==> src/rtl/trigger_run_ctrl_if.sv <==
// trigger_run_ctrl_if: bundle between the host register block, the data_trigger
// channels and trigger_run_ctrl.
//   master : host/channel side. Drives CFG_*, CMD_* and CH_TVALID, and observes
//            the broadcast config, strobes, stops and status flags.
//   slave  : trigger_run_ctrl side (the mirror image of master).
interface trigger_run_ctrl_if #(
  parameter int unsigned N_CH                 = 4,
  parameter int unsigned ADC_RESOLUTION_WIDTH = 12,
  parameter int unsigned PRE_LEN_WIDTH        = 1,
  parameter int unsigned POST_LEN_WIDTH       = 1,
  parameter int unsigned SEL_LEN_WIDTH        = 2
);
  logic                              CFG_LOAD;
  logic signed [ADC_RESOLUTION_WIDTH:0] CFG_RISE_THR;
  logic signed [ADC_RESOLUTION_WIDTH:0] CFG_FALL_THR;
  logic [PRE_LEN_WIDTH-1:0]          CFG_PRE_LEN;
  logic [POST_LEN_WIDTH-1:0]         CFG_POST_LEN;
  logic [SEL_LEN_WIDTH-1:0]          CFG_SEL_LEN;
  logic [N_CH-1:0]                   CFG_CH_MASK;
  logic                              CMD_APPLY;
  logic                              CMD_START;
  logic                              CMD_STOP;
  logic                              CMD_CLR_ERR;
  logic [N_CH-1:0]                   CH_TVALID;

  logic signed [ADC_RESOLUTION_WIDTH:0] RISING_EDGE_THRSHOLD;
  logic signed [ADC_RESOLUTION_WIDTH:0] FALLING_EDGE_THRESHOLD;
  logic [PRE_LEN_WIDTH-1:0]          PRE_ACQUISITION_LENGTH;
  logic [POST_LEN_WIDTH-1:0]         POST_ACQUISITION_LENGTH;
  logic [SEL_LEN_WIDTH-1:0]          ADC_SELECTION_PERIOD_LENGTH;
  logic [N_CH-1:0]                   SET_CONFIG;
  logic [N_CH-1:0]                   STOP;
  logic                              RUNNING;
  logic                              BUSY;
  logic                              CONFIGURED;
  logic                              CFG_ERR;
  logic                              CMD_ERR;

  modport master (
    output CFG_LOAD, CFG_RISE_THR, CFG_FALL_THR, CFG_PRE_LEN, CFG_POST_LEN, CFG_SEL_LEN,
    output CFG_CH_MASK, CMD_APPLY, CMD_START, CMD_STOP, CMD_CLR_ERR, CH_TVALID,
    input  RISING_EDGE_THRSHOLD, FALLING_EDGE_THRESHOLD, PRE_ACQUISITION_LENGTH,
    input  POST_ACQUISITION_LENGTH, ADC_SELECTION_PERIOD_LENGTH, SET_CONFIG, STOP,
    input  RUNNING, BUSY, CONFIGURED, CFG_ERR, CMD_ERR
  );

  modport slave (
    input  CFG_LOAD, CFG_RISE_THR, CFG_FALL_THR, CFG_PRE_LEN, CFG_POST_LEN, CFG_SEL_LEN,
    input  CFG_CH_MASK, CMD_APPLY, CMD_START, CMD_STOP, CMD_CLR_ERR, CH_TVALID,
    output RISING_EDGE_THRSHOLD, FALLING_EDGE_THRESHOLD, PRE_ACQUISITION_LENGTH,
    output POST_ACQUISITION_LENGTH, ADC_SELECTION_PERIOD_LENGTH, SET_CONFIG, STOP,
    output RUNNING, BUSY, CONFIGURED, CFG_ERR, CMD_ERR
  );
endinterface

==> src/rtl/trigger_run_ctrl.sv <==
// trigger_run_ctrl: run controller for a bank of N_CH data_trigger channels.
// Keeps a host-loaded shadow of the trigger configuration, commits it to the
// channels with a one-cycle SET_CONFIG strobe, and sequences the per-channel
// STOP lines through IDLE -> ARM -> RUN -> DRAIN.
//
// Ports:
//   ACLK, ARESET : clock and asynchronous active-high reset.
//   bus (slave)  : CFG_* / CMD_* / CH_TVALID inputs; broadcast config,
//                  SET_CONFIG, STOP and RUNNING/BUSY/CONFIGURED/CFG_ERR/CMD_ERR.
//   TIMESTAMP, RUN_START_TS, RUN_STOP_TS : only with the optional feature.
//
// Optional feature macro: TRIGGER_RUN_CTRL_RUN_TIMESTAMP_EN
//   When defined, RUN_START_TS captures TIMESTAMP on the edge STOP falls and
//   RUN_STOP_TS captures it on the edge STOP rises out of RUN.
module trigger_run_ctrl #(
  parameter int unsigned N_CH                 = 4,
  parameter int unsigned ADC_RESOLUTION_WIDTH = 12,
  parameter int unsigned PRE_LEN_WIDTH        = 1,
  parameter int unsigned POST_LEN_WIDTH       = 1,
  parameter int unsigned SEL_LEN_WIDTH        = 2,
  parameter int unsigned ARM_CYCLES           = 8,
  parameter int unsigned DRAIN_IDLE_CYCLES    = 16
`ifdef TRIGGER_RUN_CTRL_RUN_TIMESTAMP_EN
  ,
  parameter int unsigned TIMESTAMP_WIDTH      = 48
`endif
) (
  input  logic                       ACLK,
  input  logic                       ARESET,
`ifdef TRIGGER_RUN_CTRL_RUN_TIMESTAMP_EN
  input  logic [TIMESTAMP_WIDTH-1:0] TIMESTAMP,
  output logic [TIMESTAMP_WIDTH-1:0] RUN_START_TS,
  output logic [TIMESTAMP_WIDTH-1:0] RUN_STOP_TS,
`endif
  trigger_run_ctrl_if.slave          bus
);

  localparam int unsigned ThrW = ADC_RESOLUTION_WIDTH + 1;
  localparam int unsigned CntW = 8;
  localparam logic [CntW-1:0] ArmLast   = CntW'(ARM_CYCLES);
  localparam logic [CntW-1:0] DrainDone = CntW'(DRAIN_IDLE_CYCLES);

  typedef enum logic [2:0] {StIdle, StApply, StArm, StRun, StDrain} state_e;

  state_e state_q;

  // Shadow copy written by CFG_LOAD.
  logic [ThrW-1:0]           sh_rise_q, sh_fall_q;
  logic [PRE_LEN_WIDTH-1:0]  sh_pre_q;
  logic [POST_LEN_WIDTH-1:0] sh_post_q;
  logic [SEL_LEN_WIDTH-1:0]  sh_sel_q;
  logic [N_CH-1:0]           sh_mask_q;

  // Committed (channel-facing) configuration.
  logic [ThrW-1:0]           rise_q, fall_q;
  logic [PRE_LEN_WIDTH-1:0]  pre_q;
  logic [POST_LEN_WIDTH-1:0] post_q;
  logic [SEL_LEN_WIDTH-1:0]  sel_q;
  logic [N_CH-1:0]           act_mask_q;

  logic [N_CH-1:0] set_config_q, stop_q;
  logic            running_q, busy_q, configured_q;
  logic            cfg_err_q, cfg_err_d, cmd_err_q, cmd_err_d;
  logic [CntW-1:0] arm_cnt_q, drain_cnt_q, drain_cnt_d;
  logic            cfg_ok, cmd_err_set, chan_quiet;

`ifdef TRIGGER_RUN_CTRL_RUN_TIMESTAMP_EN
  logic [TIMESTAMP_WIDTH-1:0] run_start_ts_q, run_stop_ts_q;
  assign RUN_START_TS = run_start_ts_q;
  assign RUN_STOP_TS  = run_stop_ts_q;
`endif

  assign cfg_ok     = ($signed(bus.CFG_RISE_THR) > $signed(bus.CFG_FALL_THR)) &&
                      (bus.CFG_CH_MASK != '0);
  assign chan_quiet = ~|(bus.CH_TVALID & act_mask_q);
  assign drain_cnt_d = chan_quiet ? drain_cnt_q + CntW'(1) : '0;

  // Which commands are illegal in the current state.
  always_comb begin
    cmd_err_set = 1'b0;
    unique case (state_q)
      StIdle:  cmd_err_set = bus.CMD_START && (bus.CMD_APPLY || !configured_q);
      StArm:   cmd_err_set = bus.CMD_APPLY || bus.CMD_START;
      StRun:   cmd_err_set = bus.CMD_APPLY || bus.CMD_START;
      StDrain: cmd_err_set = bus.CMD_APPLY || bus.CMD_START || bus.CMD_STOP;
      default: cmd_err_set = 1'b0;
    endcase
  end

  // A set in the same cycle as CMD_CLR_ERR wins.
  assign cfg_err_d = (bus.CFG_LOAD && !cfg_ok) || (cfg_err_q && !bus.CMD_CLR_ERR);
  assign cmd_err_d = cmd_err_set || (cmd_err_q && !bus.CMD_CLR_ERR);

  always_ff @(posedge ACLK or posedge ARESET) begin
    if (ARESET) begin
      state_q      <= StIdle;
      sh_rise_q    <= '0;
      sh_fall_q    <= '0;
      sh_pre_q     <= '0;
      sh_post_q    <= '0;
      sh_sel_q     <= '0;
      sh_mask_q    <= '0;
      rise_q       <= '0;
      fall_q       <= '0;
      pre_q        <= '0;
      post_q       <= '0;
      sel_q        <= '0;
      act_mask_q   <= '0;
      set_config_q <= '0;
      stop_q       <= '1;
      running_q    <= 1'b0;
      busy_q       <= 1'b0;
      configured_q <= 1'b0;
      cfg_err_q    <= 1'b0;
      cmd_err_q    <= 1'b0;
      arm_cnt_q    <= '0;
      drain_cnt_q  <= '0;
`ifdef TRIGGER_RUN_CTRL_RUN_TIMESTAMP_EN
      run_start_ts_q <= '0;
      run_stop_ts_q  <= '0;
`endif
    end else begin
      cfg_err_q    <= cfg_err_d;
      cmd_err_q    <= cmd_err_d;
      set_config_q <= '0;

      if (bus.CFG_LOAD && cfg_ok) begin
        sh_rise_q <= bus.CFG_RISE_THR;
        sh_fall_q <= bus.CFG_FALL_THR;
        sh_pre_q  <= bus.CFG_PRE_LEN;
        sh_post_q <= bus.CFG_POST_LEN;
        sh_sel_q  <= bus.CFG_SEL_LEN;
        sh_mask_q <= bus.CFG_CH_MASK;
      end

      unique case (state_q)
        StIdle: begin
          // The commit happens on the edge entering APPLY so SET_CONFIG is
          // high for exactly the one APPLY cycle.
          if (bus.CMD_APPLY) begin
            state_q      <= StApply;
            rise_q       <= sh_rise_q;
            fall_q       <= sh_fall_q;
            pre_q        <= sh_pre_q;
            post_q       <= sh_post_q;
            sel_q        <= sh_sel_q;
            act_mask_q   <= sh_mask_q;
            set_config_q <= sh_mask_q;
            configured_q <= 1'b1;
            busy_q       <= 1'b1;
          end else if (bus.CMD_START && configured_q) begin
            state_q   <= StArm;
            arm_cnt_q <= '0;
            busy_q    <= 1'b1;
          end
        end
        StApply: begin
          state_q <= StIdle;
          busy_q  <= 1'b0;
        end
        StArm: begin
          if (bus.CMD_STOP) begin
            state_q <= StIdle;
            busy_q  <= 1'b0;
          end else if (arm_cnt_q == ArmLast) begin
            state_q   <= StRun;
            stop_q    <= ~act_mask_q;
            running_q <= 1'b1;
            busy_q    <= 1'b0;
`ifdef TRIGGER_RUN_CTRL_RUN_TIMESTAMP_EN
            run_start_ts_q <= TIMESTAMP;
`endif
          end else begin
            arm_cnt_q <= arm_cnt_q + CntW'(1);
          end
        end
        StRun: begin
          if (bus.CMD_STOP) begin
            state_q     <= StDrain;
            stop_q      <= '1;
            running_q   <= 1'b0;
            busy_q      <= 1'b1;
            drain_cnt_q <= '0;
`ifdef TRIGGER_RUN_CTRL_RUN_TIMESTAMP_EN
            run_stop_ts_q <= TIMESTAMP;
`endif
          end
        end
        StDrain: begin
          drain_cnt_q <= drain_cnt_d;
          if (drain_cnt_d == DrainDone) begin
            state_q <= StIdle;
            busy_q  <= 1'b0;
          end
        end
        default: state_q <= StIdle;
      endcase
    end
  end

  assign bus.RISING_EDGE_THRSHOLD        = rise_q;
  assign bus.FALLING_EDGE_THRESHOLD      = fall_q;
  assign bus.PRE_ACQUISITION_LENGTH      = pre_q;
  assign bus.POST_ACQUISITION_LENGTH     = post_q;
  assign bus.ADC_SELECTION_PERIOD_LENGTH = sel_q;
  assign bus.SET_CONFIG                  = set_config_q;
  assign bus.STOP                        = stop_q;
  assign bus.RUNNING                     = running_q;
  assign bus.BUSY                        = busy_q;
  assign bus.CONFIGURED                  = configured_q;
  assign bus.CFG_ERR                     = cfg_err_q;
  assign bus.CMD_ERR                     = cmd_err_q;

endmodule

==> src/flat_wrapper.sv <==
// flat-port wrapper written by rule: the top's interface ports become plain ports
module trigger_run_ctrl_flat 
#(
  parameter int unsigned N_CH                 = 4,
  parameter int unsigned ADC_RESOLUTION_WIDTH = 12,
  parameter int unsigned PRE_LEN_WIDTH        = 1,
  parameter int unsigned POST_LEN_WIDTH       = 1,
  parameter int unsigned SEL_LEN_WIDTH        = 2,
  parameter int unsigned ARM_CYCLES           = 8,
  parameter int unsigned DRAIN_IDLE_CYCLES    = 16

)
  (ACLK, ARESET, bus_CFG_LOAD, bus_CFG_RISE_THR, bus_CFG_FALL_THR, bus_CFG_PRE_LEN, bus_CFG_POST_LEN, bus_CFG_SEL_LEN, bus_CFG_CH_MASK, bus_CMD_APPLY, bus_CMD_START, bus_CMD_STOP, bus_CMD_CLR_ERR, bus_CH_TVALID, bus_RISING_EDGE_THRSHOLD, bus_FALLING_EDGE_THRESHOLD, bus_PRE_ACQUISITION_LENGTH, bus_POST_ACQUISITION_LENGTH, bus_ADC_SELECTION_PERIOD_LENGTH, bus_SET_CONFIG, bus_STOP, bus_RUNNING, bus_BUSY, bus_CONFIGURED, bus_CFG_ERR, bus_CMD_ERR);
  trigger_run_ctrl_if #(.N_CH(N_CH), .ADC_RESOLUTION_WIDTH(ADC_RESOLUTION_WIDTH), .PRE_LEN_WIDTH(PRE_LEN_WIDTH), .POST_LEN_WIDTH(POST_LEN_WIDTH), .SEL_LEN_WIDTH(SEL_LEN_WIDTH)) bus_i ();
  input  logic ACLK;
  input  logic ARESET;
  input wire logic [$bits(bus_i.CFG_LOAD)-1:0] bus_CFG_LOAD;
  input wire logic [$bits(bus_i.CFG_RISE_THR)-1:0] bus_CFG_RISE_THR;
  input wire logic [$bits(bus_i.CFG_FALL_THR)-1:0] bus_CFG_FALL_THR;
  input wire logic [$bits(bus_i.CFG_PRE_LEN)-1:0] bus_CFG_PRE_LEN;
  input wire logic [$bits(bus_i.CFG_POST_LEN)-1:0] bus_CFG_POST_LEN;
  input wire logic [$bits(bus_i.CFG_SEL_LEN)-1:0] bus_CFG_SEL_LEN;
  input wire logic [$bits(bus_i.CFG_CH_MASK)-1:0] bus_CFG_CH_MASK;
  input wire logic [$bits(bus_i.CMD_APPLY)-1:0] bus_CMD_APPLY;
  input wire logic [$bits(bus_i.CMD_START)-1:0] bus_CMD_START;
  input wire logic [$bits(bus_i.CMD_STOP)-1:0] bus_CMD_STOP;
  input wire logic [$bits(bus_i.CMD_CLR_ERR)-1:0] bus_CMD_CLR_ERR;
  input wire logic [$bits(bus_i.CH_TVALID)-1:0] bus_CH_TVALID;
  output wire logic [$bits(bus_i.RISING_EDGE_THRSHOLD)-1:0] bus_RISING_EDGE_THRSHOLD;
  output wire logic [$bits(bus_i.FALLING_EDGE_THRESHOLD)-1:0] bus_FALLING_EDGE_THRESHOLD;
  output wire logic [$bits(bus_i.PRE_ACQUISITION_LENGTH)-1:0] bus_PRE_ACQUISITION_LENGTH;
  output wire logic [$bits(bus_i.POST_ACQUISITION_LENGTH)-1:0] bus_POST_ACQUISITION_LENGTH;
  output wire logic [$bits(bus_i.ADC_SELECTION_PERIOD_LENGTH)-1:0] bus_ADC_SELECTION_PERIOD_LENGTH;
  output wire logic [$bits(bus_i.SET_CONFIG)-1:0] bus_SET_CONFIG;
  output wire logic [$bits(bus_i.STOP)-1:0] bus_STOP;
  output wire logic [$bits(bus_i.RUNNING)-1:0] bus_RUNNING;
  output wire logic [$bits(bus_i.BUSY)-1:0] bus_BUSY;
  output wire logic [$bits(bus_i.CONFIGURED)-1:0] bus_CONFIGURED;
  output wire logic [$bits(bus_i.CFG_ERR)-1:0] bus_CFG_ERR;
  output wire logic [$bits(bus_i.CMD_ERR)-1:0] bus_CMD_ERR;
  assign bus_i.CFG_LOAD = bus_CFG_LOAD;
  assign bus_i.CFG_RISE_THR = bus_CFG_RISE_THR;
  assign bus_i.CFG_FALL_THR = bus_CFG_FALL_THR;
  assign bus_i.CFG_PRE_LEN = bus_CFG_PRE_LEN;
  assign bus_i.CFG_POST_LEN = bus_CFG_POST_LEN;
  assign bus_i.CFG_SEL_LEN = bus_CFG_SEL_LEN;
  assign bus_i.CFG_CH_MASK = bus_CFG_CH_MASK;
  assign bus_i.CMD_APPLY = bus_CMD_APPLY;
  assign bus_i.CMD_START = bus_CMD_START;
  assign bus_i.CMD_STOP = bus_CMD_STOP;
  assign bus_i.CMD_CLR_ERR = bus_CMD_CLR_ERR;
  assign bus_i.CH_TVALID = bus_CH_TVALID;
  assign bus_RISING_EDGE_THRSHOLD = bus_i.RISING_EDGE_THRSHOLD;
  assign bus_FALLING_EDGE_THRESHOLD = bus_i.FALLING_EDGE_THRESHOLD;
  assign bus_PRE_ACQUISITION_LENGTH = bus_i.PRE_ACQUISITION_LENGTH;
  assign bus_POST_ACQUISITION_LENGTH = bus_i.POST_ACQUISITION_LENGTH;
  assign bus_ADC_SELECTION_PERIOD_LENGTH = bus_i.ADC_SELECTION_PERIOD_LENGTH;
  assign bus_SET_CONFIG = bus_i.SET_CONFIG;
  assign bus_STOP = bus_i.STOP;
  assign bus_RUNNING = bus_i.RUNNING;
  assign bus_BUSY = bus_i.BUSY;
  assign bus_CONFIGURED = bus_i.CONFIGURED;
  assign bus_CFG_ERR = bus_i.CFG_ERR;
  assign bus_CMD_ERR = bus_i.CMD_ERR;
  trigger_run_ctrl #(.N_CH(N_CH), .ADC_RESOLUTION_WIDTH(ADC_RESOLUTION_WIDTH), .PRE_LEN_WIDTH(PRE_LEN_WIDTH), .POST_LEN_WIDTH(POST_LEN_WIDTH), .SEL_LEN_WIDTH(SEL_LEN_WIDTH), .ARM_CYCLES(ARM_CYCLES), .DRAIN_IDLE_CYCLES(DRAIN_IDLE_CYCLES)) u_core (.ACLK(ACLK), .ARESET(ARESET), .bus(bus_i));
endmodule
==> config.mk <==
export PLATFORM = sky130hd
export DESIGN_NAME = trigger_run_ctrl_flat
export DESIGN_NICKNAME = d
export VERILOG_FILES = /design/src/rtl/trigger_run_ctrl_if.sv /design/src/rtl/trigger_run_ctrl.sv /design/src/flat_wrapper.sv
export SDC_FILE = /design/constraint.sdc
export NUM_CORES = 1
export LEC_CHECK = 0
export CAP_MARGIN = 20
export CORE_ASPECT_RATIO = 2
export CORE_MARGIN = 10
export CORE_UTILIZATION = 30
export DETAILED_ROUTE_END_ITERATION = 16
export SYNTH_ARGS = -nofsm -noshare
export SYNTH_HDL_FRONTEND = slang
export SYNTH_SLANG_ARGS = --single-unit
==> constraint.sdc <==
create_clock -name ACLK -period 4.5 [get_ports ACLK]
set_input_delay 0.9 -clock ACLK [delete_from_list [all_inputs] [get_ports ACLK]]
set_output_delay 0.9 -clock ACLK [all_outputs]
set_load 0.02 [all_outputs]
# Word level (Yosys, flattened, before mapping)
# Cells that the tools add are included.
[classes] n_addsub=2 reduce_logical=29 muxes=33 magnitude_cmp=1 bitwise=2 eq_ne=15
[op_table] cell="8-bit two-way mux" n=6
[op_table] cell="8-bit case mux with 2 select lines" n=2
[op_table] cell="4-bit two-way mux" n=5
[op_table] cell="3-bit two-way mux" n=6
[op_table] cell="8-bit by 1-bit adder with 8-bit output (second input constant)" n=2
[op_table] cell="13-bit greater-than comparator" n=1
[op_table] cell="3-bit case mux with 4 select lines" n=1
[op_table] cell="5-bit AND reduction" n=2
[op_table] cell="1-bit two-way mux" n=9
[op_table] cell="8-bit by 4-bit == test with 1-bit output (second input constant)" n=1
[op_table] cell="8-bit by 5-bit == test with 1-bit output (second input constant)" n=1
[op_table] cell="2-bit != test (second input constant)" n=4
[op_table] cell="4-bit case mux with 2 select lines" n=1
[op_table] cell="4-bit AND reduction" n=2
[op_table] cell="1-bit logical AND" n=7
[op_table] cell="3-bit by 2-bit == test with 1-bit output (second input constant)" n=2
[op_table] cell="2-bit by 1-bit != test with 1-bit output (second input constant)" n=3
[op_table] cell="3-bit by 2-bit != test with 1-bit output (second input constant)" n=2
[op_table] cell="2-bit nonzero test" n=3
[op_table] cell="1-bit logical OR" n=5
[op_table] cell="1-bit case mux with 5 select lines" n=1
[op_table] cell="5-bit nonzero test" n=1
[op_table] cell="4-bit AND" n=1
[op_table] cell="4-bit NOT" n=1
[op_table] cell="10 further kinds" n=13
[totals] elab_cells=104 out_inout_bits=43 in_bits=45 ff_bits=100

# Longest topological paths before layout
# Gate-level depths: netlist of the first run.
[depth] word_depth=6 mapped_depth=8 ltp_nobuf=7

# Worst setup path before layout of the first run
# Ideal clock, no wire load.
[synth_path] path_type="input to register" start="input bus_CFG_FALL_THR[12]" end="register u_core.sh_fall_q[10]" t_arrival_ns=2.594 setup_slack_ns=1.781 required_ns=4.375 stages=8 setup_time_ns=0.125 n_path_buf=1 cell_sequence="inv_1 > ha_1 > nand2b_1 > o41ai_1 > or2_2 > a211oi_2 > buf_2 > mux2_2"
[synth_via] elab_chain_len=3
[synth_lines] element="start: declaration" line="flat_wrapper.sv:19" text="input wire logic [$bits(bus_i.CFG_FALL_THR)-1:0] bus_CFG_FALL_THR;"
[synth_lines] element="13-bit greater-than comparator" line="trigger_run_ctrl.sv:73" text="assign cfg_ok = ($signed(bus.CFG_RISE_THR) > $signed(bus.CFG_FALL_THR)) &&"
[synth_lines] element="1-bit logical AND" line="trigger_run_ctrl.sv:73"
[synth_lines] element="1-bit logical AND" line="trigger_run_ctrl.sv:127" text="if (bus.CFG_LOAD && cfg_ok) begin"
[synth_lines] element="end signal: assignment" line="trigger_run_ctrl.sv:129" text="sh_fall_q <= bus.CFG_FALL_THR;"
[synth_lines] element="end: declaration" line="trigger_run_ctrl.sv:48" text="logic [ThrW-1:0] sh_rise_q, sh_fall_q;"
# Every way passes these cells.
# A chain may end at the register's enable or synchronous reset.

# Worst setup path in the final report of the first run
[layout_path] start="input bus_CFG_FALL_THR[10]" end="register u_core.sh_rise_q[7]"
[layout_via] elab_chain_len=3
[layout_lines] element="13-bit greater-than comparator" line="trigger_run_ctrl.sv:73"
[layout_lines] element="1-bit logical AND" line="trigger_run_ctrl.sv:73"
[layout_lines] element="1-bit logical AND" line="trigger_run_ctrl.sv:127"
[layout_lines] element="end signal: assignment" line="trigger_run_ctrl.sv:128" text="sh_rise_q <= bus.CFG_RISE_THR;"
[layout_lines] element="end: declaration" line="trigger_run_ctrl.sv:48"
# Every way passes these cells.

==> results of run 1 <==
[logic make-up (layout without fill, tap and decap cells)]
kind of cell	after synthesis	after routing
buffers and inverters	36	131
xor gates and xnor gates	9	9
and+or+nand+nor	83	83
DFF	100	100
adders and majority gates	16	16
AOI/OAI and AO/OA	57	57
muxes	73	73
[synthesized netlist by cell type, types with 2 or more instances]
master,instances
dfrtp_1,96
mux2_2,70
inv_1,22
nor2_1,22
ha_1,16
o21ai_0,14
nand2_1,12
a21oi_1,11
nand4_1,9
buf_2,7
xor2_1,6
and2_1,5
and3_1,5
clkbuf_1,5
nand3_1,5
a2bb2oi_1,4
dfstp_2,4
a22o_1,3
nor2b_1,3
nor3_1,3
nor3b_1,3
nor4b_1,3
o22a_2,3
xnor2_1,3
a211oi_1,2
a22oi_1,2
a41o_1,2
mux2i_1,2
nand2b_1,2
nor4bb_1,2
o211ai_1,2
o21a_1,2
o2bb2ai_1,2
or2_2,2
or3_1,2
[placed cells by master, fill, tap and decap left out, drive strengths merged, types with 3 or more instances in the layout]
| cell type | count |
|---|---|
| dfrtp | 96 |
| clkdlybuf4s50 | 87 |
| mux2 | 71 |
| inv | 24 |
| nor2 | 22 |
| ha | 16 |
| o21ai | 14 |
| nand2 | 12 |
| a21oi | 11 |
| clkbuf | 10 |
| nand4 | 9 |
| xor2 | 6 |
| buf | 6 |
| nand3 | 6 |
| and3 | 6 |
| and2 | 5 |
| a2bb2oi | 4 |
| dfstp | 4 |
| o22a | 4 |
| nor2b | 3 |
| nor3 | 3 |
| xnor2 | 3 |
| nor3b | 3 |
| a22o | 3 |
| a211oi | 3 |
| nor4b | 3 |
[through the flow]
stage          area (sq um)  hold WS (ns)  utilization, %  worst slack [ns]
2_1_floorplan          4640         0.466               -             0.988
3_3_place_gp           5750         0.468            37.8              1.05
3_5_place_dp           5750         0.478            37.8              1.00
4_1_cts                6070         0.504            39.9              1.37
5_1_grt                6070         0.519            39.9              1.27
6_report               6070         0.500            39.9              1.42
[sequential cells by signal (all words and copies together), names as in the netlist, 2 cells and up]
| register | cells |
|---|---|
| u_core.bus.FALLING_EDGE_THRESHOLD | 13 |
| u_core.bus.RISING_EDGE_THRSHOLD | 13 |
| u_core.sh_fall_q | 13 |
| u_core.sh_rise_q | 13 |
| u_core.arm_cnt_q | 8 |
| u_core.drain_cnt_q | 8 |
| u_core.act_mask_q | 4 |
| u_core.bus.SET_CONFIG | 4 |
| u_core.bus.STOP | 4 |
| u_core.sh_mask_q | 4 |
| u_core.state_q | 3 |
| u_core.bus.ADC_SELECTION_PERIOD_LENGTH | 2 |
| u_core.sh_sel_q | 2 |
[metal layers]
layer | up-vias | wire [um]
li1 | 1512 | -
met1 | 1597 | 4160
met2 | 94 | 6410
met3 | 19 | 730
met4 | 0 | 337
met5 | - | 0
[critical path: stages]
cell	delay, ns
clkdlybuf4s50_1	0.47
inv_1	0.04
ha_1	0.29
a21oi_1	0.07
o211ai_1	0.33
mux2i_1	0.22
a211oi_4	0.25
buf_4	0.34
mux2_2	0.38
[layout make-up]
cell class                      instances  share of cell area [%]
Sequential cell                       100                    41.3
Multi-Input combinational cell        238                    32.8
Tap cell                              198                    4.08
Timing Repair Buffer                   93                    15.1
Inverter                               22                    1.40
Clock buffer                           10                    3.94
Clock inverter                          6                    1.34
[power groups by stage]
stage | clock network (mW) | registers, mW | logic (mW)
6_report | 0.821 | 1.44 | 1.40
5_1_grt | 0.882 | 1.49 | 1.51
4_1_cts | 0.848 | 1.45 | 1.43
3_5_place_dp | 0 | 1.46 | 1.42
3_3_place_gp | 0 | 1.45 | 1.40
2_1_floorplan | 0 | 1.60 | 0.660
[worst max path at each step]
stage                          from              endpoint  slack, ns  depth (start not counted)
2_1_floorplan                ARESET  u_core.act_mask_q[0]       0.99                          1
3_3_place_gp   bus_CFG_FALL_THR[10]  u_core.sh_rise_q[10]       1.05                          9
3_5_place_dp   bus_CFG_FALL_THR[11]  u_core.sh_fall_q[10]       1.00                          9
4_1_cts        bus_CFG_FALL_THR[10]  u_core.sh_fall_q[10]       1.37                          9
5_1_grt        bus_CFG_FALL_THR[11]  u_core.sh_fall_q[10]       1.27                          9
6_report       bus_CFG_FALL_THR[10]   u_core.sh_rise_q[7]       1.42                          9
==> summary.txt, run 1 <==
CORE AREA: 15200 sq um
Worst-Margin Slew: 0.783 ns
WHS Path Cells: 1
CTS root buffer: clkbuf_16
Met1 Use GR: 11.1%
Reg clk slew, reported paths: 0.07 ns
Post-synthesis mux area share: 17.8%
Final hold violation count: 0
Primary FF master, synth: dfrtp_1
DRT iter0 DRCs: 87
Clock share of power: 22.4%
Syn_nets: 435
Layout cells sized above 1: 23.0%
NumNets Final: 525
Compound-Gate Fraction of Synth Area: 9.07%
Clock Sinks: 100
GR met3 Demand/Resource: 3.84%
Gr busiest metal: met2
R2r endpoint: u_core.bus.STOP[2]
Top post-synthesis cells by area: dfrtp_1 (52%), mux2_2 (17%), ha_1 (4.3%)
# rows: 64
Async S/R FF share, synth: 100%
Placed Instances: 651
Num CTS Buffers: 9
Critical Path Sink Type: flop
Fillers: 1472
GRT Total Usage: 11.4%
Part of the power in registers: 39.4%
Largest vdd supply drop: 309 uV
Maximum root-to-sink buffer count: 2
P_sw: 1.25 mW
Endpoints failing setup: 0
Die Y: 196 um
R2r worst-path depth: 7
Synthesis-to-finish area growth: 30.9%
Largest net degree at the start of global routing: 62
Hold_buf cts: 0
Pleak: 2.56 nW
Flip-flop and latch count after synthesis: 100
Initial Util: 30.5%
Switching Share: 34.0%
Die width: 108 um
N_diodes: 0
HP Start: u_core.bus.CFG_ERR
Routed len/inst: 17.4 um
CP startpoint kind: primary input
Post-route insts no fill: 667
RSZ-0062 raised after global routing: no
PortBufs: 87
Pwr Total: 3.66 mW
Die Area: 21100 sq um
Worst-skew pair later-pin latency: 0.35 ns
Main combinational cell family by area after synthesis: multiplexers
Drt drc: 0
Post-synth EDFFs: 0
Gpl congestion: 0.775
Pwr per Cell Area: 604 nW/um^2
Crit path max fanout: 23
Hold path endpoint: u_core.bus.CFG_ERR
Routed WL: 11600 um
Mapped Cells: 374
Area share of fa/ha/maj cells after synthesis: 4.32%
Synth cell types: 53
CTS tree: built
WS Path Type: in -> reg
Power share of the combinational group: 38.2%
First-pass GRT wire length: 18900 um
Final Critical Period: 3.08 ns
Pre-antenna DRT Iters: 4
Post-DP HPWL: 8840 um
Mean cell area of the mapped netlist: 12.4 sq um
Seq/Total Area, Yosys: 54.1%
CTS resizes: 0
Met2 usage: 20.9%
Fin crit share: 68.4%
Grt ovf: 0
H-tree Lvls: 3
Post-CTS Setup Inserts: 0
Multi-input gate area: 1990 sq um
Status: complete, no violations
Antenna violations before repair: 0
Critical path arrival: 3.31 ns
Clk_skew: 0.0114 ns
R2R Path Start: u_core.arm_cnt_q[0]
Setup TNS: 0 ns
Synth warn: 0
Reg area: 2510 sq um
Critical Path RT: 4.73 ns
Int Pwr: 2.42 mW
Count of pins over their slew limit: 0
Max transition margin: 47.1%
Simple-gate share of the synthesized area: 9.80%
Maxcap violations: 0
Fmax: 325 MHz
Post-Synth XOR/XNOR Area: 1.70%
Number of global-route vias before repair: 3576
Ports: 88
Mapped Area: 4640 sq um
Vias: 3222
ANT nets after route: 0
Min-Delay Path Class: reg -> reg
Via density: 4.83
Synth top area share: 51.8%
Largest area contributor in the netlist: dfrtp_1
Flop-to-flop setup slack: 2.14 ns
No activity file was read; power rests on OpenSTA's default activity.
==> inputs of run 2 (changes only) <==
clock period = 3.06 ns   (was 4.5 ns; I/O delays follow)
==> run 2 against run 1 <==
Worst hold slack lost 0.0027 ns; critical endpoint is now u_core.sh_fall_q[12]; count of clock-buffer cells in the layout shrank 1; critical path depth grew 1; utilization grew 0.53 points; sequential cell count is the same; total power grew 50%; combinational power grew 49%; highest routed layer unchanged; clock power grew 57%; sequential share of layout area shrank 0.55 points; die area is the same; global-route usage is essentially flat.
==> summary.txt, run 2 (synthesized netlist as in run 1, its figures left out) <==
Status: complete, no violations
Number of global-route vias before repair: 3708 (+3.7%)
Fmax: 365 MHz
Cell Chain, Critical Path: clkdlybuf4s50_1 -> inv_1 -> ha_1 -> a21oi_1 -> o211ai_1 -> mux2i_1 -> buf_4 -> a211oi_4 -> buf_4 -> mux2_2
PortBufs: 87 (unchanged)
Clk_skew: 0.0134 ns (+0.00199 ns)
Hold_buf cts: 0 (unchanged)
Largest vdd supply drop: 447 uV (+45%)
Critical path arrival: 2.96 ns (-0.35 ns)
CORE AREA: 15200 sq um (unchanged)
Pwr per Cell Area: 894 nW/um^2 (+48%)
Ports: 88 (unchanged)
Maxcap violations: 0 (unchanged)
Final hold violation count: 0 (unchanged)
Count of pins over their slew limit: 0 (unchanged)
Antenna violations before repair: 0 (unchanged)
Min-Delay Path Class: reg -> reg
Die Area: 21100 sq um (unchanged)
Pre-antenna DRT Iters: 4 (unchanged)
Final Critical Period: 2.74 ns
Num CTS Buffers: 9 (unchanged)
Worst-skew pair later-pin latency: 0.34 ns (about the same)
Grt ovf: 0 (unchanged)
Crit path largest cell delay: 0.48 ns (about the same)
Pleak: 2.60 nW (+1.3%)
N_diodes: 0 (unchanged)
Largest net degree at the start of global routing: 101 (+63%)
Maximum root-to-sink buffer count: 2 (unchanged)
Gpl congestion: 0.811 (+4.7%)
Via density: 4.87 (+0.73%)
Routed len/inst: 17.4 um (-0.46%)
Dpl cell area: 5810 sq um (+1.1%)
Critical Path RT: 3.29 ns (-1.44 ns)
RSZ-0062 raised after global routing: no
Post-CTS Setup Inserts: 0 (unchanged)
DRT iter0 DRCs: 90 (+3.4%)
H-tree Lvls: 3 (unchanged)
Max transition margin: 58.0% (+11 points)
# rows: 64 (unchanged)
GRT Total Usage: 11.5% (about the same)
Fillers: 1475 (+0.20%)
CTS resizes: 0 (unchanged)
Worst-Margin Slew: 0.621 ns (-0.162 ns)
Die Y: 196 um (unchanged)
WP buf/inv: 4 (+1)
Flop-to-flop setup slack: 0.78 ns (-1.36 ns)
Critical Path Sink Type: flop
Most frequent cells in the layout: dfrtp_1 (96), clkdlybuf4s50_1 (87), mux2_2 (70), nor2_1 (22), inv_1 (21)
Top Family by Delay on Critical Path: buffers and inverters
Pwr Total: 5.49 mW (+50%)
Drt drc: 0 (unchanged)
Most common cell type on the critical path: buf_4
Routed WL: 11600 um (about the same)
Fin crit share: 89.5%
CTS tree: built
Post-DP HPWL: 8750 um (-0.96%)
Clock Sinks: 100 (unchanged)
NumNets Final: 528 (+0.57%)
Die width: 108 um (unchanged)
WS Path Type: in -> reg
Crit path max fanout: 11 (-52%)
Vias: 3260 (+1.2%)
Slowest library cell on the worst path: clkdlybuf4s50_1
Commonest non-fill, non-tap cell in the layout: dfrtp_1
First-pass GRT wire length: 19200 um (+1.5%)
Endpoints failing setup: 0 (unchanged)
Initial Util: 30.5% (unchanged)
Post-route cell area: 6150 sq um (+1.3%)
Reg clk slew, reported paths: 0.07 ns (about the same)
CP startpoint kind: primary input
CTS root buffer: clkbuf_16
Multi-input gate area: 1990 sq um (unchanged)
Reg area: 2510 sq um (unchanged)
ANT nets after route: 0 (unchanged)
Synthesis-to-finish area growth: 32.6%
Layout cells sized above 1: 23.5% (+0.49 points)
==> run 2: cell types whose count changed in the layout (fill, tap and decap cells not counted), sizes merged <==
cell | previous run | this run
buf | 6 | 9
bufinv | 1 | 2
clkbuf | 10 | 9
==> run 2: path summary, 6_finish.rpt <==
kind | startpoint | endpoint | cells past startpoint
max | bus_CFG_FALL_THR[10] | u_core.sh_fall_q[12] | 10
min | u_core.bus.CMD_ERR | u_core.bus.CMD_ERR | 1
max reg2reg | u_core.arm_cnt_q[0] | u_core.bus.STOP[0] | 7
min reg2reg | u_core.bus.CMD_ERR | u_core.bus.CMD_ERR | 1
max in group asynchronous | ARESET | u_core.bus.FALLING_EDGE_THRESHOLD[1] | 3
min in group asynchronous | ARESET | u_core.drain_cnt_q[2] | 3
==> run 2: stage by stage <==
| step | setup slack, ns | setup TNS, ns | hold WS [ns] | std cells | util, % |
|---|---|---|---|---|---|
| after floorplan | 0.629 | 0 | 0.466 | 374 | - |
| after global placement | -0.0394 | -0.721 | 0.472 | 654 | 38.2 |
| after detailed placement | -0.0450 | -0.682 | 0.472 | 654 | 38.2 |
| after CTS | 0.313 | 0 | 0.499 | 670 | 40.4 |
| after global routing | 0.167 | 0 | 0.514 | 670 | 40.4 |
| final | 0.323 | 0 | 0.497 | 670 | 40.4 |
==> run 2: where the power goes <==
part	leakage [nW]	internal, mW	total (mW)	switching [mW]
Combinational	1.22	1.12	2.08	0.964
Clock	0.163	0.739	1.29	0.549
Sequential	1.21	1.79	2.12	0.334
Total	2.60	3.65	5.49	1.85
==> run 2: final cells by class <==
class | instances | area share, %
clock inverter | 7 | 1.87
clock buffer | 9 | 3.66
sequential | 100 | 40.8
multi-input combinational | 238 | 32.4
timing repair buffer | 96 | 15.9
tap | 198 | 4.03
inverter | 22 | 1.40
==> run 2: metal layers <==
metal / wire [um] / vias up / global-route usage (%)
li1: - / 1528 / -
met1: 4160 / 1630 / 11.1
met2: 6550 / 90 / 21.5
met3: 677 / 12 / 3.74
met4: 243 / 0 / 4.08
met5: 0 / - / 0
==> run 2: worst register-to-register path: cells and delay by family, from the launching register on <==
family | cells | cell delay [ns]
flops | 1 | 0.40
compound gates | 2 | 0.35
buf+inv | 1 | 0.08
simple gates | 3 | 1.20
fa+ha+maj | 1 | 0.18
==> inputs of run 3 (changes only) <==
CAP_MARGIN = 15   (was 20)
DONT_BUFFER_PORTS = 1   (was not set)
==> run 3 against run 2 <==
Clock power decreased by 10%; maximum frequency increased by 18%; setup slack improved by 0.42 ns; non-clock buffer count decreased by 90; utilization decreased by 6.2 points; die area unchanged; sequential share of layout area increased by 7.4 points; routed wire length decreased by 3.2%; combinational power decreased by 46%; design area decreased by 15%.
==> summary.txt, run 3 (synthesized netlist as in run 1, its figures left out) <==
Status: complete, no violations
Initial Util: 30.5% (unchanged)
Routed WL: 11300 um (-3.2%)
PortBufs: 0 (-100%)
Die Area: 21100 sq um (unchanged)
Gpl congestion: 0.778 (-4.1%)
NumNets Final: 438 (-17%)
Pwr per Cell Area: 921 nW/um^2 (+3.1%)
RSZ-0062 raised after global routing: no
R2r worst-path depth: 7 (unchanged)
Final hold violation count: 0 (unchanged)
GRT Total Usage: 10.7% (-0.77 points)
Maximum root-to-sink buffer count: 2 (unchanged)
ANT nets after route: 0 (unchanged)
Worst-skew pair later-pin latency: 0.35 ns (about the same)
# rows: 64 (unchanged)
Fin util: 34.2% (-6.2 points)
Critical Path RT: 3.34 ns (+0.05 ns)
CP startpoint kind: flop
Vias: 2910 (-11%)
DR top layer: met4
Post-CTS Setup Inserts: 0 (unchanged)
DRT iter0 DRCs: 97 (+7.8%)
CTS tree: built
Worst-Margin Slew: 0.609 ns (-0.0117 ns)
Commonest non-fill, non-tap cell in the layout: dfrtp_1
Pwr Total: 4.79 mW (-13%)
Max transition margin: 58.8% (+0.79 points)
Number of global-route vias before repair: 3079 (-17%)
Dpl cell area: 4900 sq um (-16%)
Die width: 108 um (unchanged)
Grt ovf: 0 (unchanged)
Layout cells sized above 1: 28.3% (+4.8 points)
Ports: 88 (unchanged)
Pleak: 2.23 nW (-14%)
CTS resizes: 0 (unchanged)
Clk_skew: 0.0123 ns (-0.00105 ns)
Placed Instances: 564 (-14%)
Synthesis-to-finish area growth: 12.3%
Reg clk slew, reported paths: 0.08 ns (about the same)
Count of pins over their slew limit: 0 (unchanged)
Met3 Wirelength: 960 um (+42%)
Final Critical Period: 2.31 ns (-0.424 ns)
Maxcap violations: 0 (unchanged)
WS Path Type: reg -> reg
Num CTS Buffers: 9 (unchanged)
Post-route insts no fill: 580 (-13%)
Post-route cell area: 5200 sq um (-15%)
Fin crit share: 75.6% (-14 points)
Pre-antenna DRT Iters: 4 (unchanged)
Via density: 5.02 (+3.1%)
Min-Delay Path Class: in -> async
R2R Path Start: u_core.arm_cnt_q[0]
Crit path max fanout: 4 (-7)
M1 wire length: 3610 um (-13%)
Setup TNS: 0 ns (unchanged)
Wire length on met2: 6530 um (-0.29%)
Clock Sinks: 100 (unchanged)
Critical path arrival: 2.59 ns (-0.37 ns)
H-tree Lvls: 3 (unchanged)
CTS root buffer: clkbuf_16
Routed len/inst: 19.4 um (+12%)
Antenna violations before repair: 0 (unchanged)
Largest vdd supply drop: 423 uV (-5.4%)
Flop-to-flop setup slack: 0.75 ns (-0.03 ns)
R2r endpoint: u_core.bus.STOP[1]
Largest net degree at the start of global routing: 60 (-41%)
Die Y: 196 um (unchanged)
Fmax: 432 MHz (+18%)
Critical Path Sink Type: flop
Fillers: 1550 (+5.1%)
N_diodes: 0 (unchanged)
Hold_buf cts: 0 (unchanged)
Endpoints failing setup: 0 (unchanged)
CORE AREA: 15200 sq um (unchanged)
Most frequent cells in the layout: dfrtp_1 (96), mux2_2 (70), nor2_1 (22), inv_1 (21), ha_1 (16)
Drt drc: 0 (unchanged)
First-pass GRT wire length: 17400 um (-9.3%)
Post-DP HPWL: 8690 um (-0.68%)
==> run 3: report_power, final <==
group	internal [mW]	switching, mW	total, mW	leakage [nW]
Clock	0.657	0.499	1.16	0.153
Combinational	0.628	0.496	1.12	0.869
Sequential	1.79	0.723	2.51	1.21
==> run 3: area by class of cell <==
cell class | count | area (sq um) | area share (%)
Clock buffer | 10 | 239 | 4.59
Clock inverter | 6 | 62.6 | 1.20
Inverter | 22 | 86.3 | 1.66
Multi-Input combinational cell | 238 | 1990 | 38.3
Sequential cell | 100 | 2510 | 48.2
Tap cell | 198 | 248 | 4.76
Timing Repair Buffer | 6 | 70.1 | 1.35
==> run 3: critical path: stages, from the launching register on <==
cell	delay, ns
dfrtp_1	0.40
inv_1	0.08
ha_1	0.16
nor4b_1	0.52
nand3_1	0.21
nor3_1	0.49
a2bb2oi_1	0.16
o22a_2	0.22
==> run 3: through the flow <==
| step | hold slack (ns) | worst slack [ns] |
|---|---|---|
| 2_1_floorplan | 0.466 | 0.629 |
| 3_3_place_gp | 0.484 | 0.413 |
| 3_5_place_dp | 0.492 | 0.380 |
| 4_1_cts | 0.157 | 0.728 |
| 5_1_grt | 0.174 | 0.599 |
| 6_report | 0.160 | 0.747 |
==> run 3: worst max-delay path by stage <==
stage	slack, ns	to	cells past startpoint	from
final	0.75	u_core.bus.STOP[1]	7	u_core.arm_cnt_q[0]
after global routing	0.60	u_core.bus.BUSY	5	u_core.state_q[0]
after CTS	0.73	u_core.bus.STOP[0]	7	u_core.arm_cnt_q[0]
after detailed placement	0.38	u_core.sh_sel_q[1]	8	bus_CFG_FALL_THR[8]
after global placement	0.41	u_core.sh_rise_q[7]	8	bus_CFG_FALL_THR[8]
after floorplan	0.63	u_core.sh_fall_q[10]	8	bus_CFG_FALL_THR[12]
==> run 3: routing by layer <==
layer / vias up / track usage (%)
met2: 68 / 20.4
met5: - / 0
met3: 11 / 4.69
met1: 1485 / 9.24
li1: 1346 / -
met4: 0 / 4.03
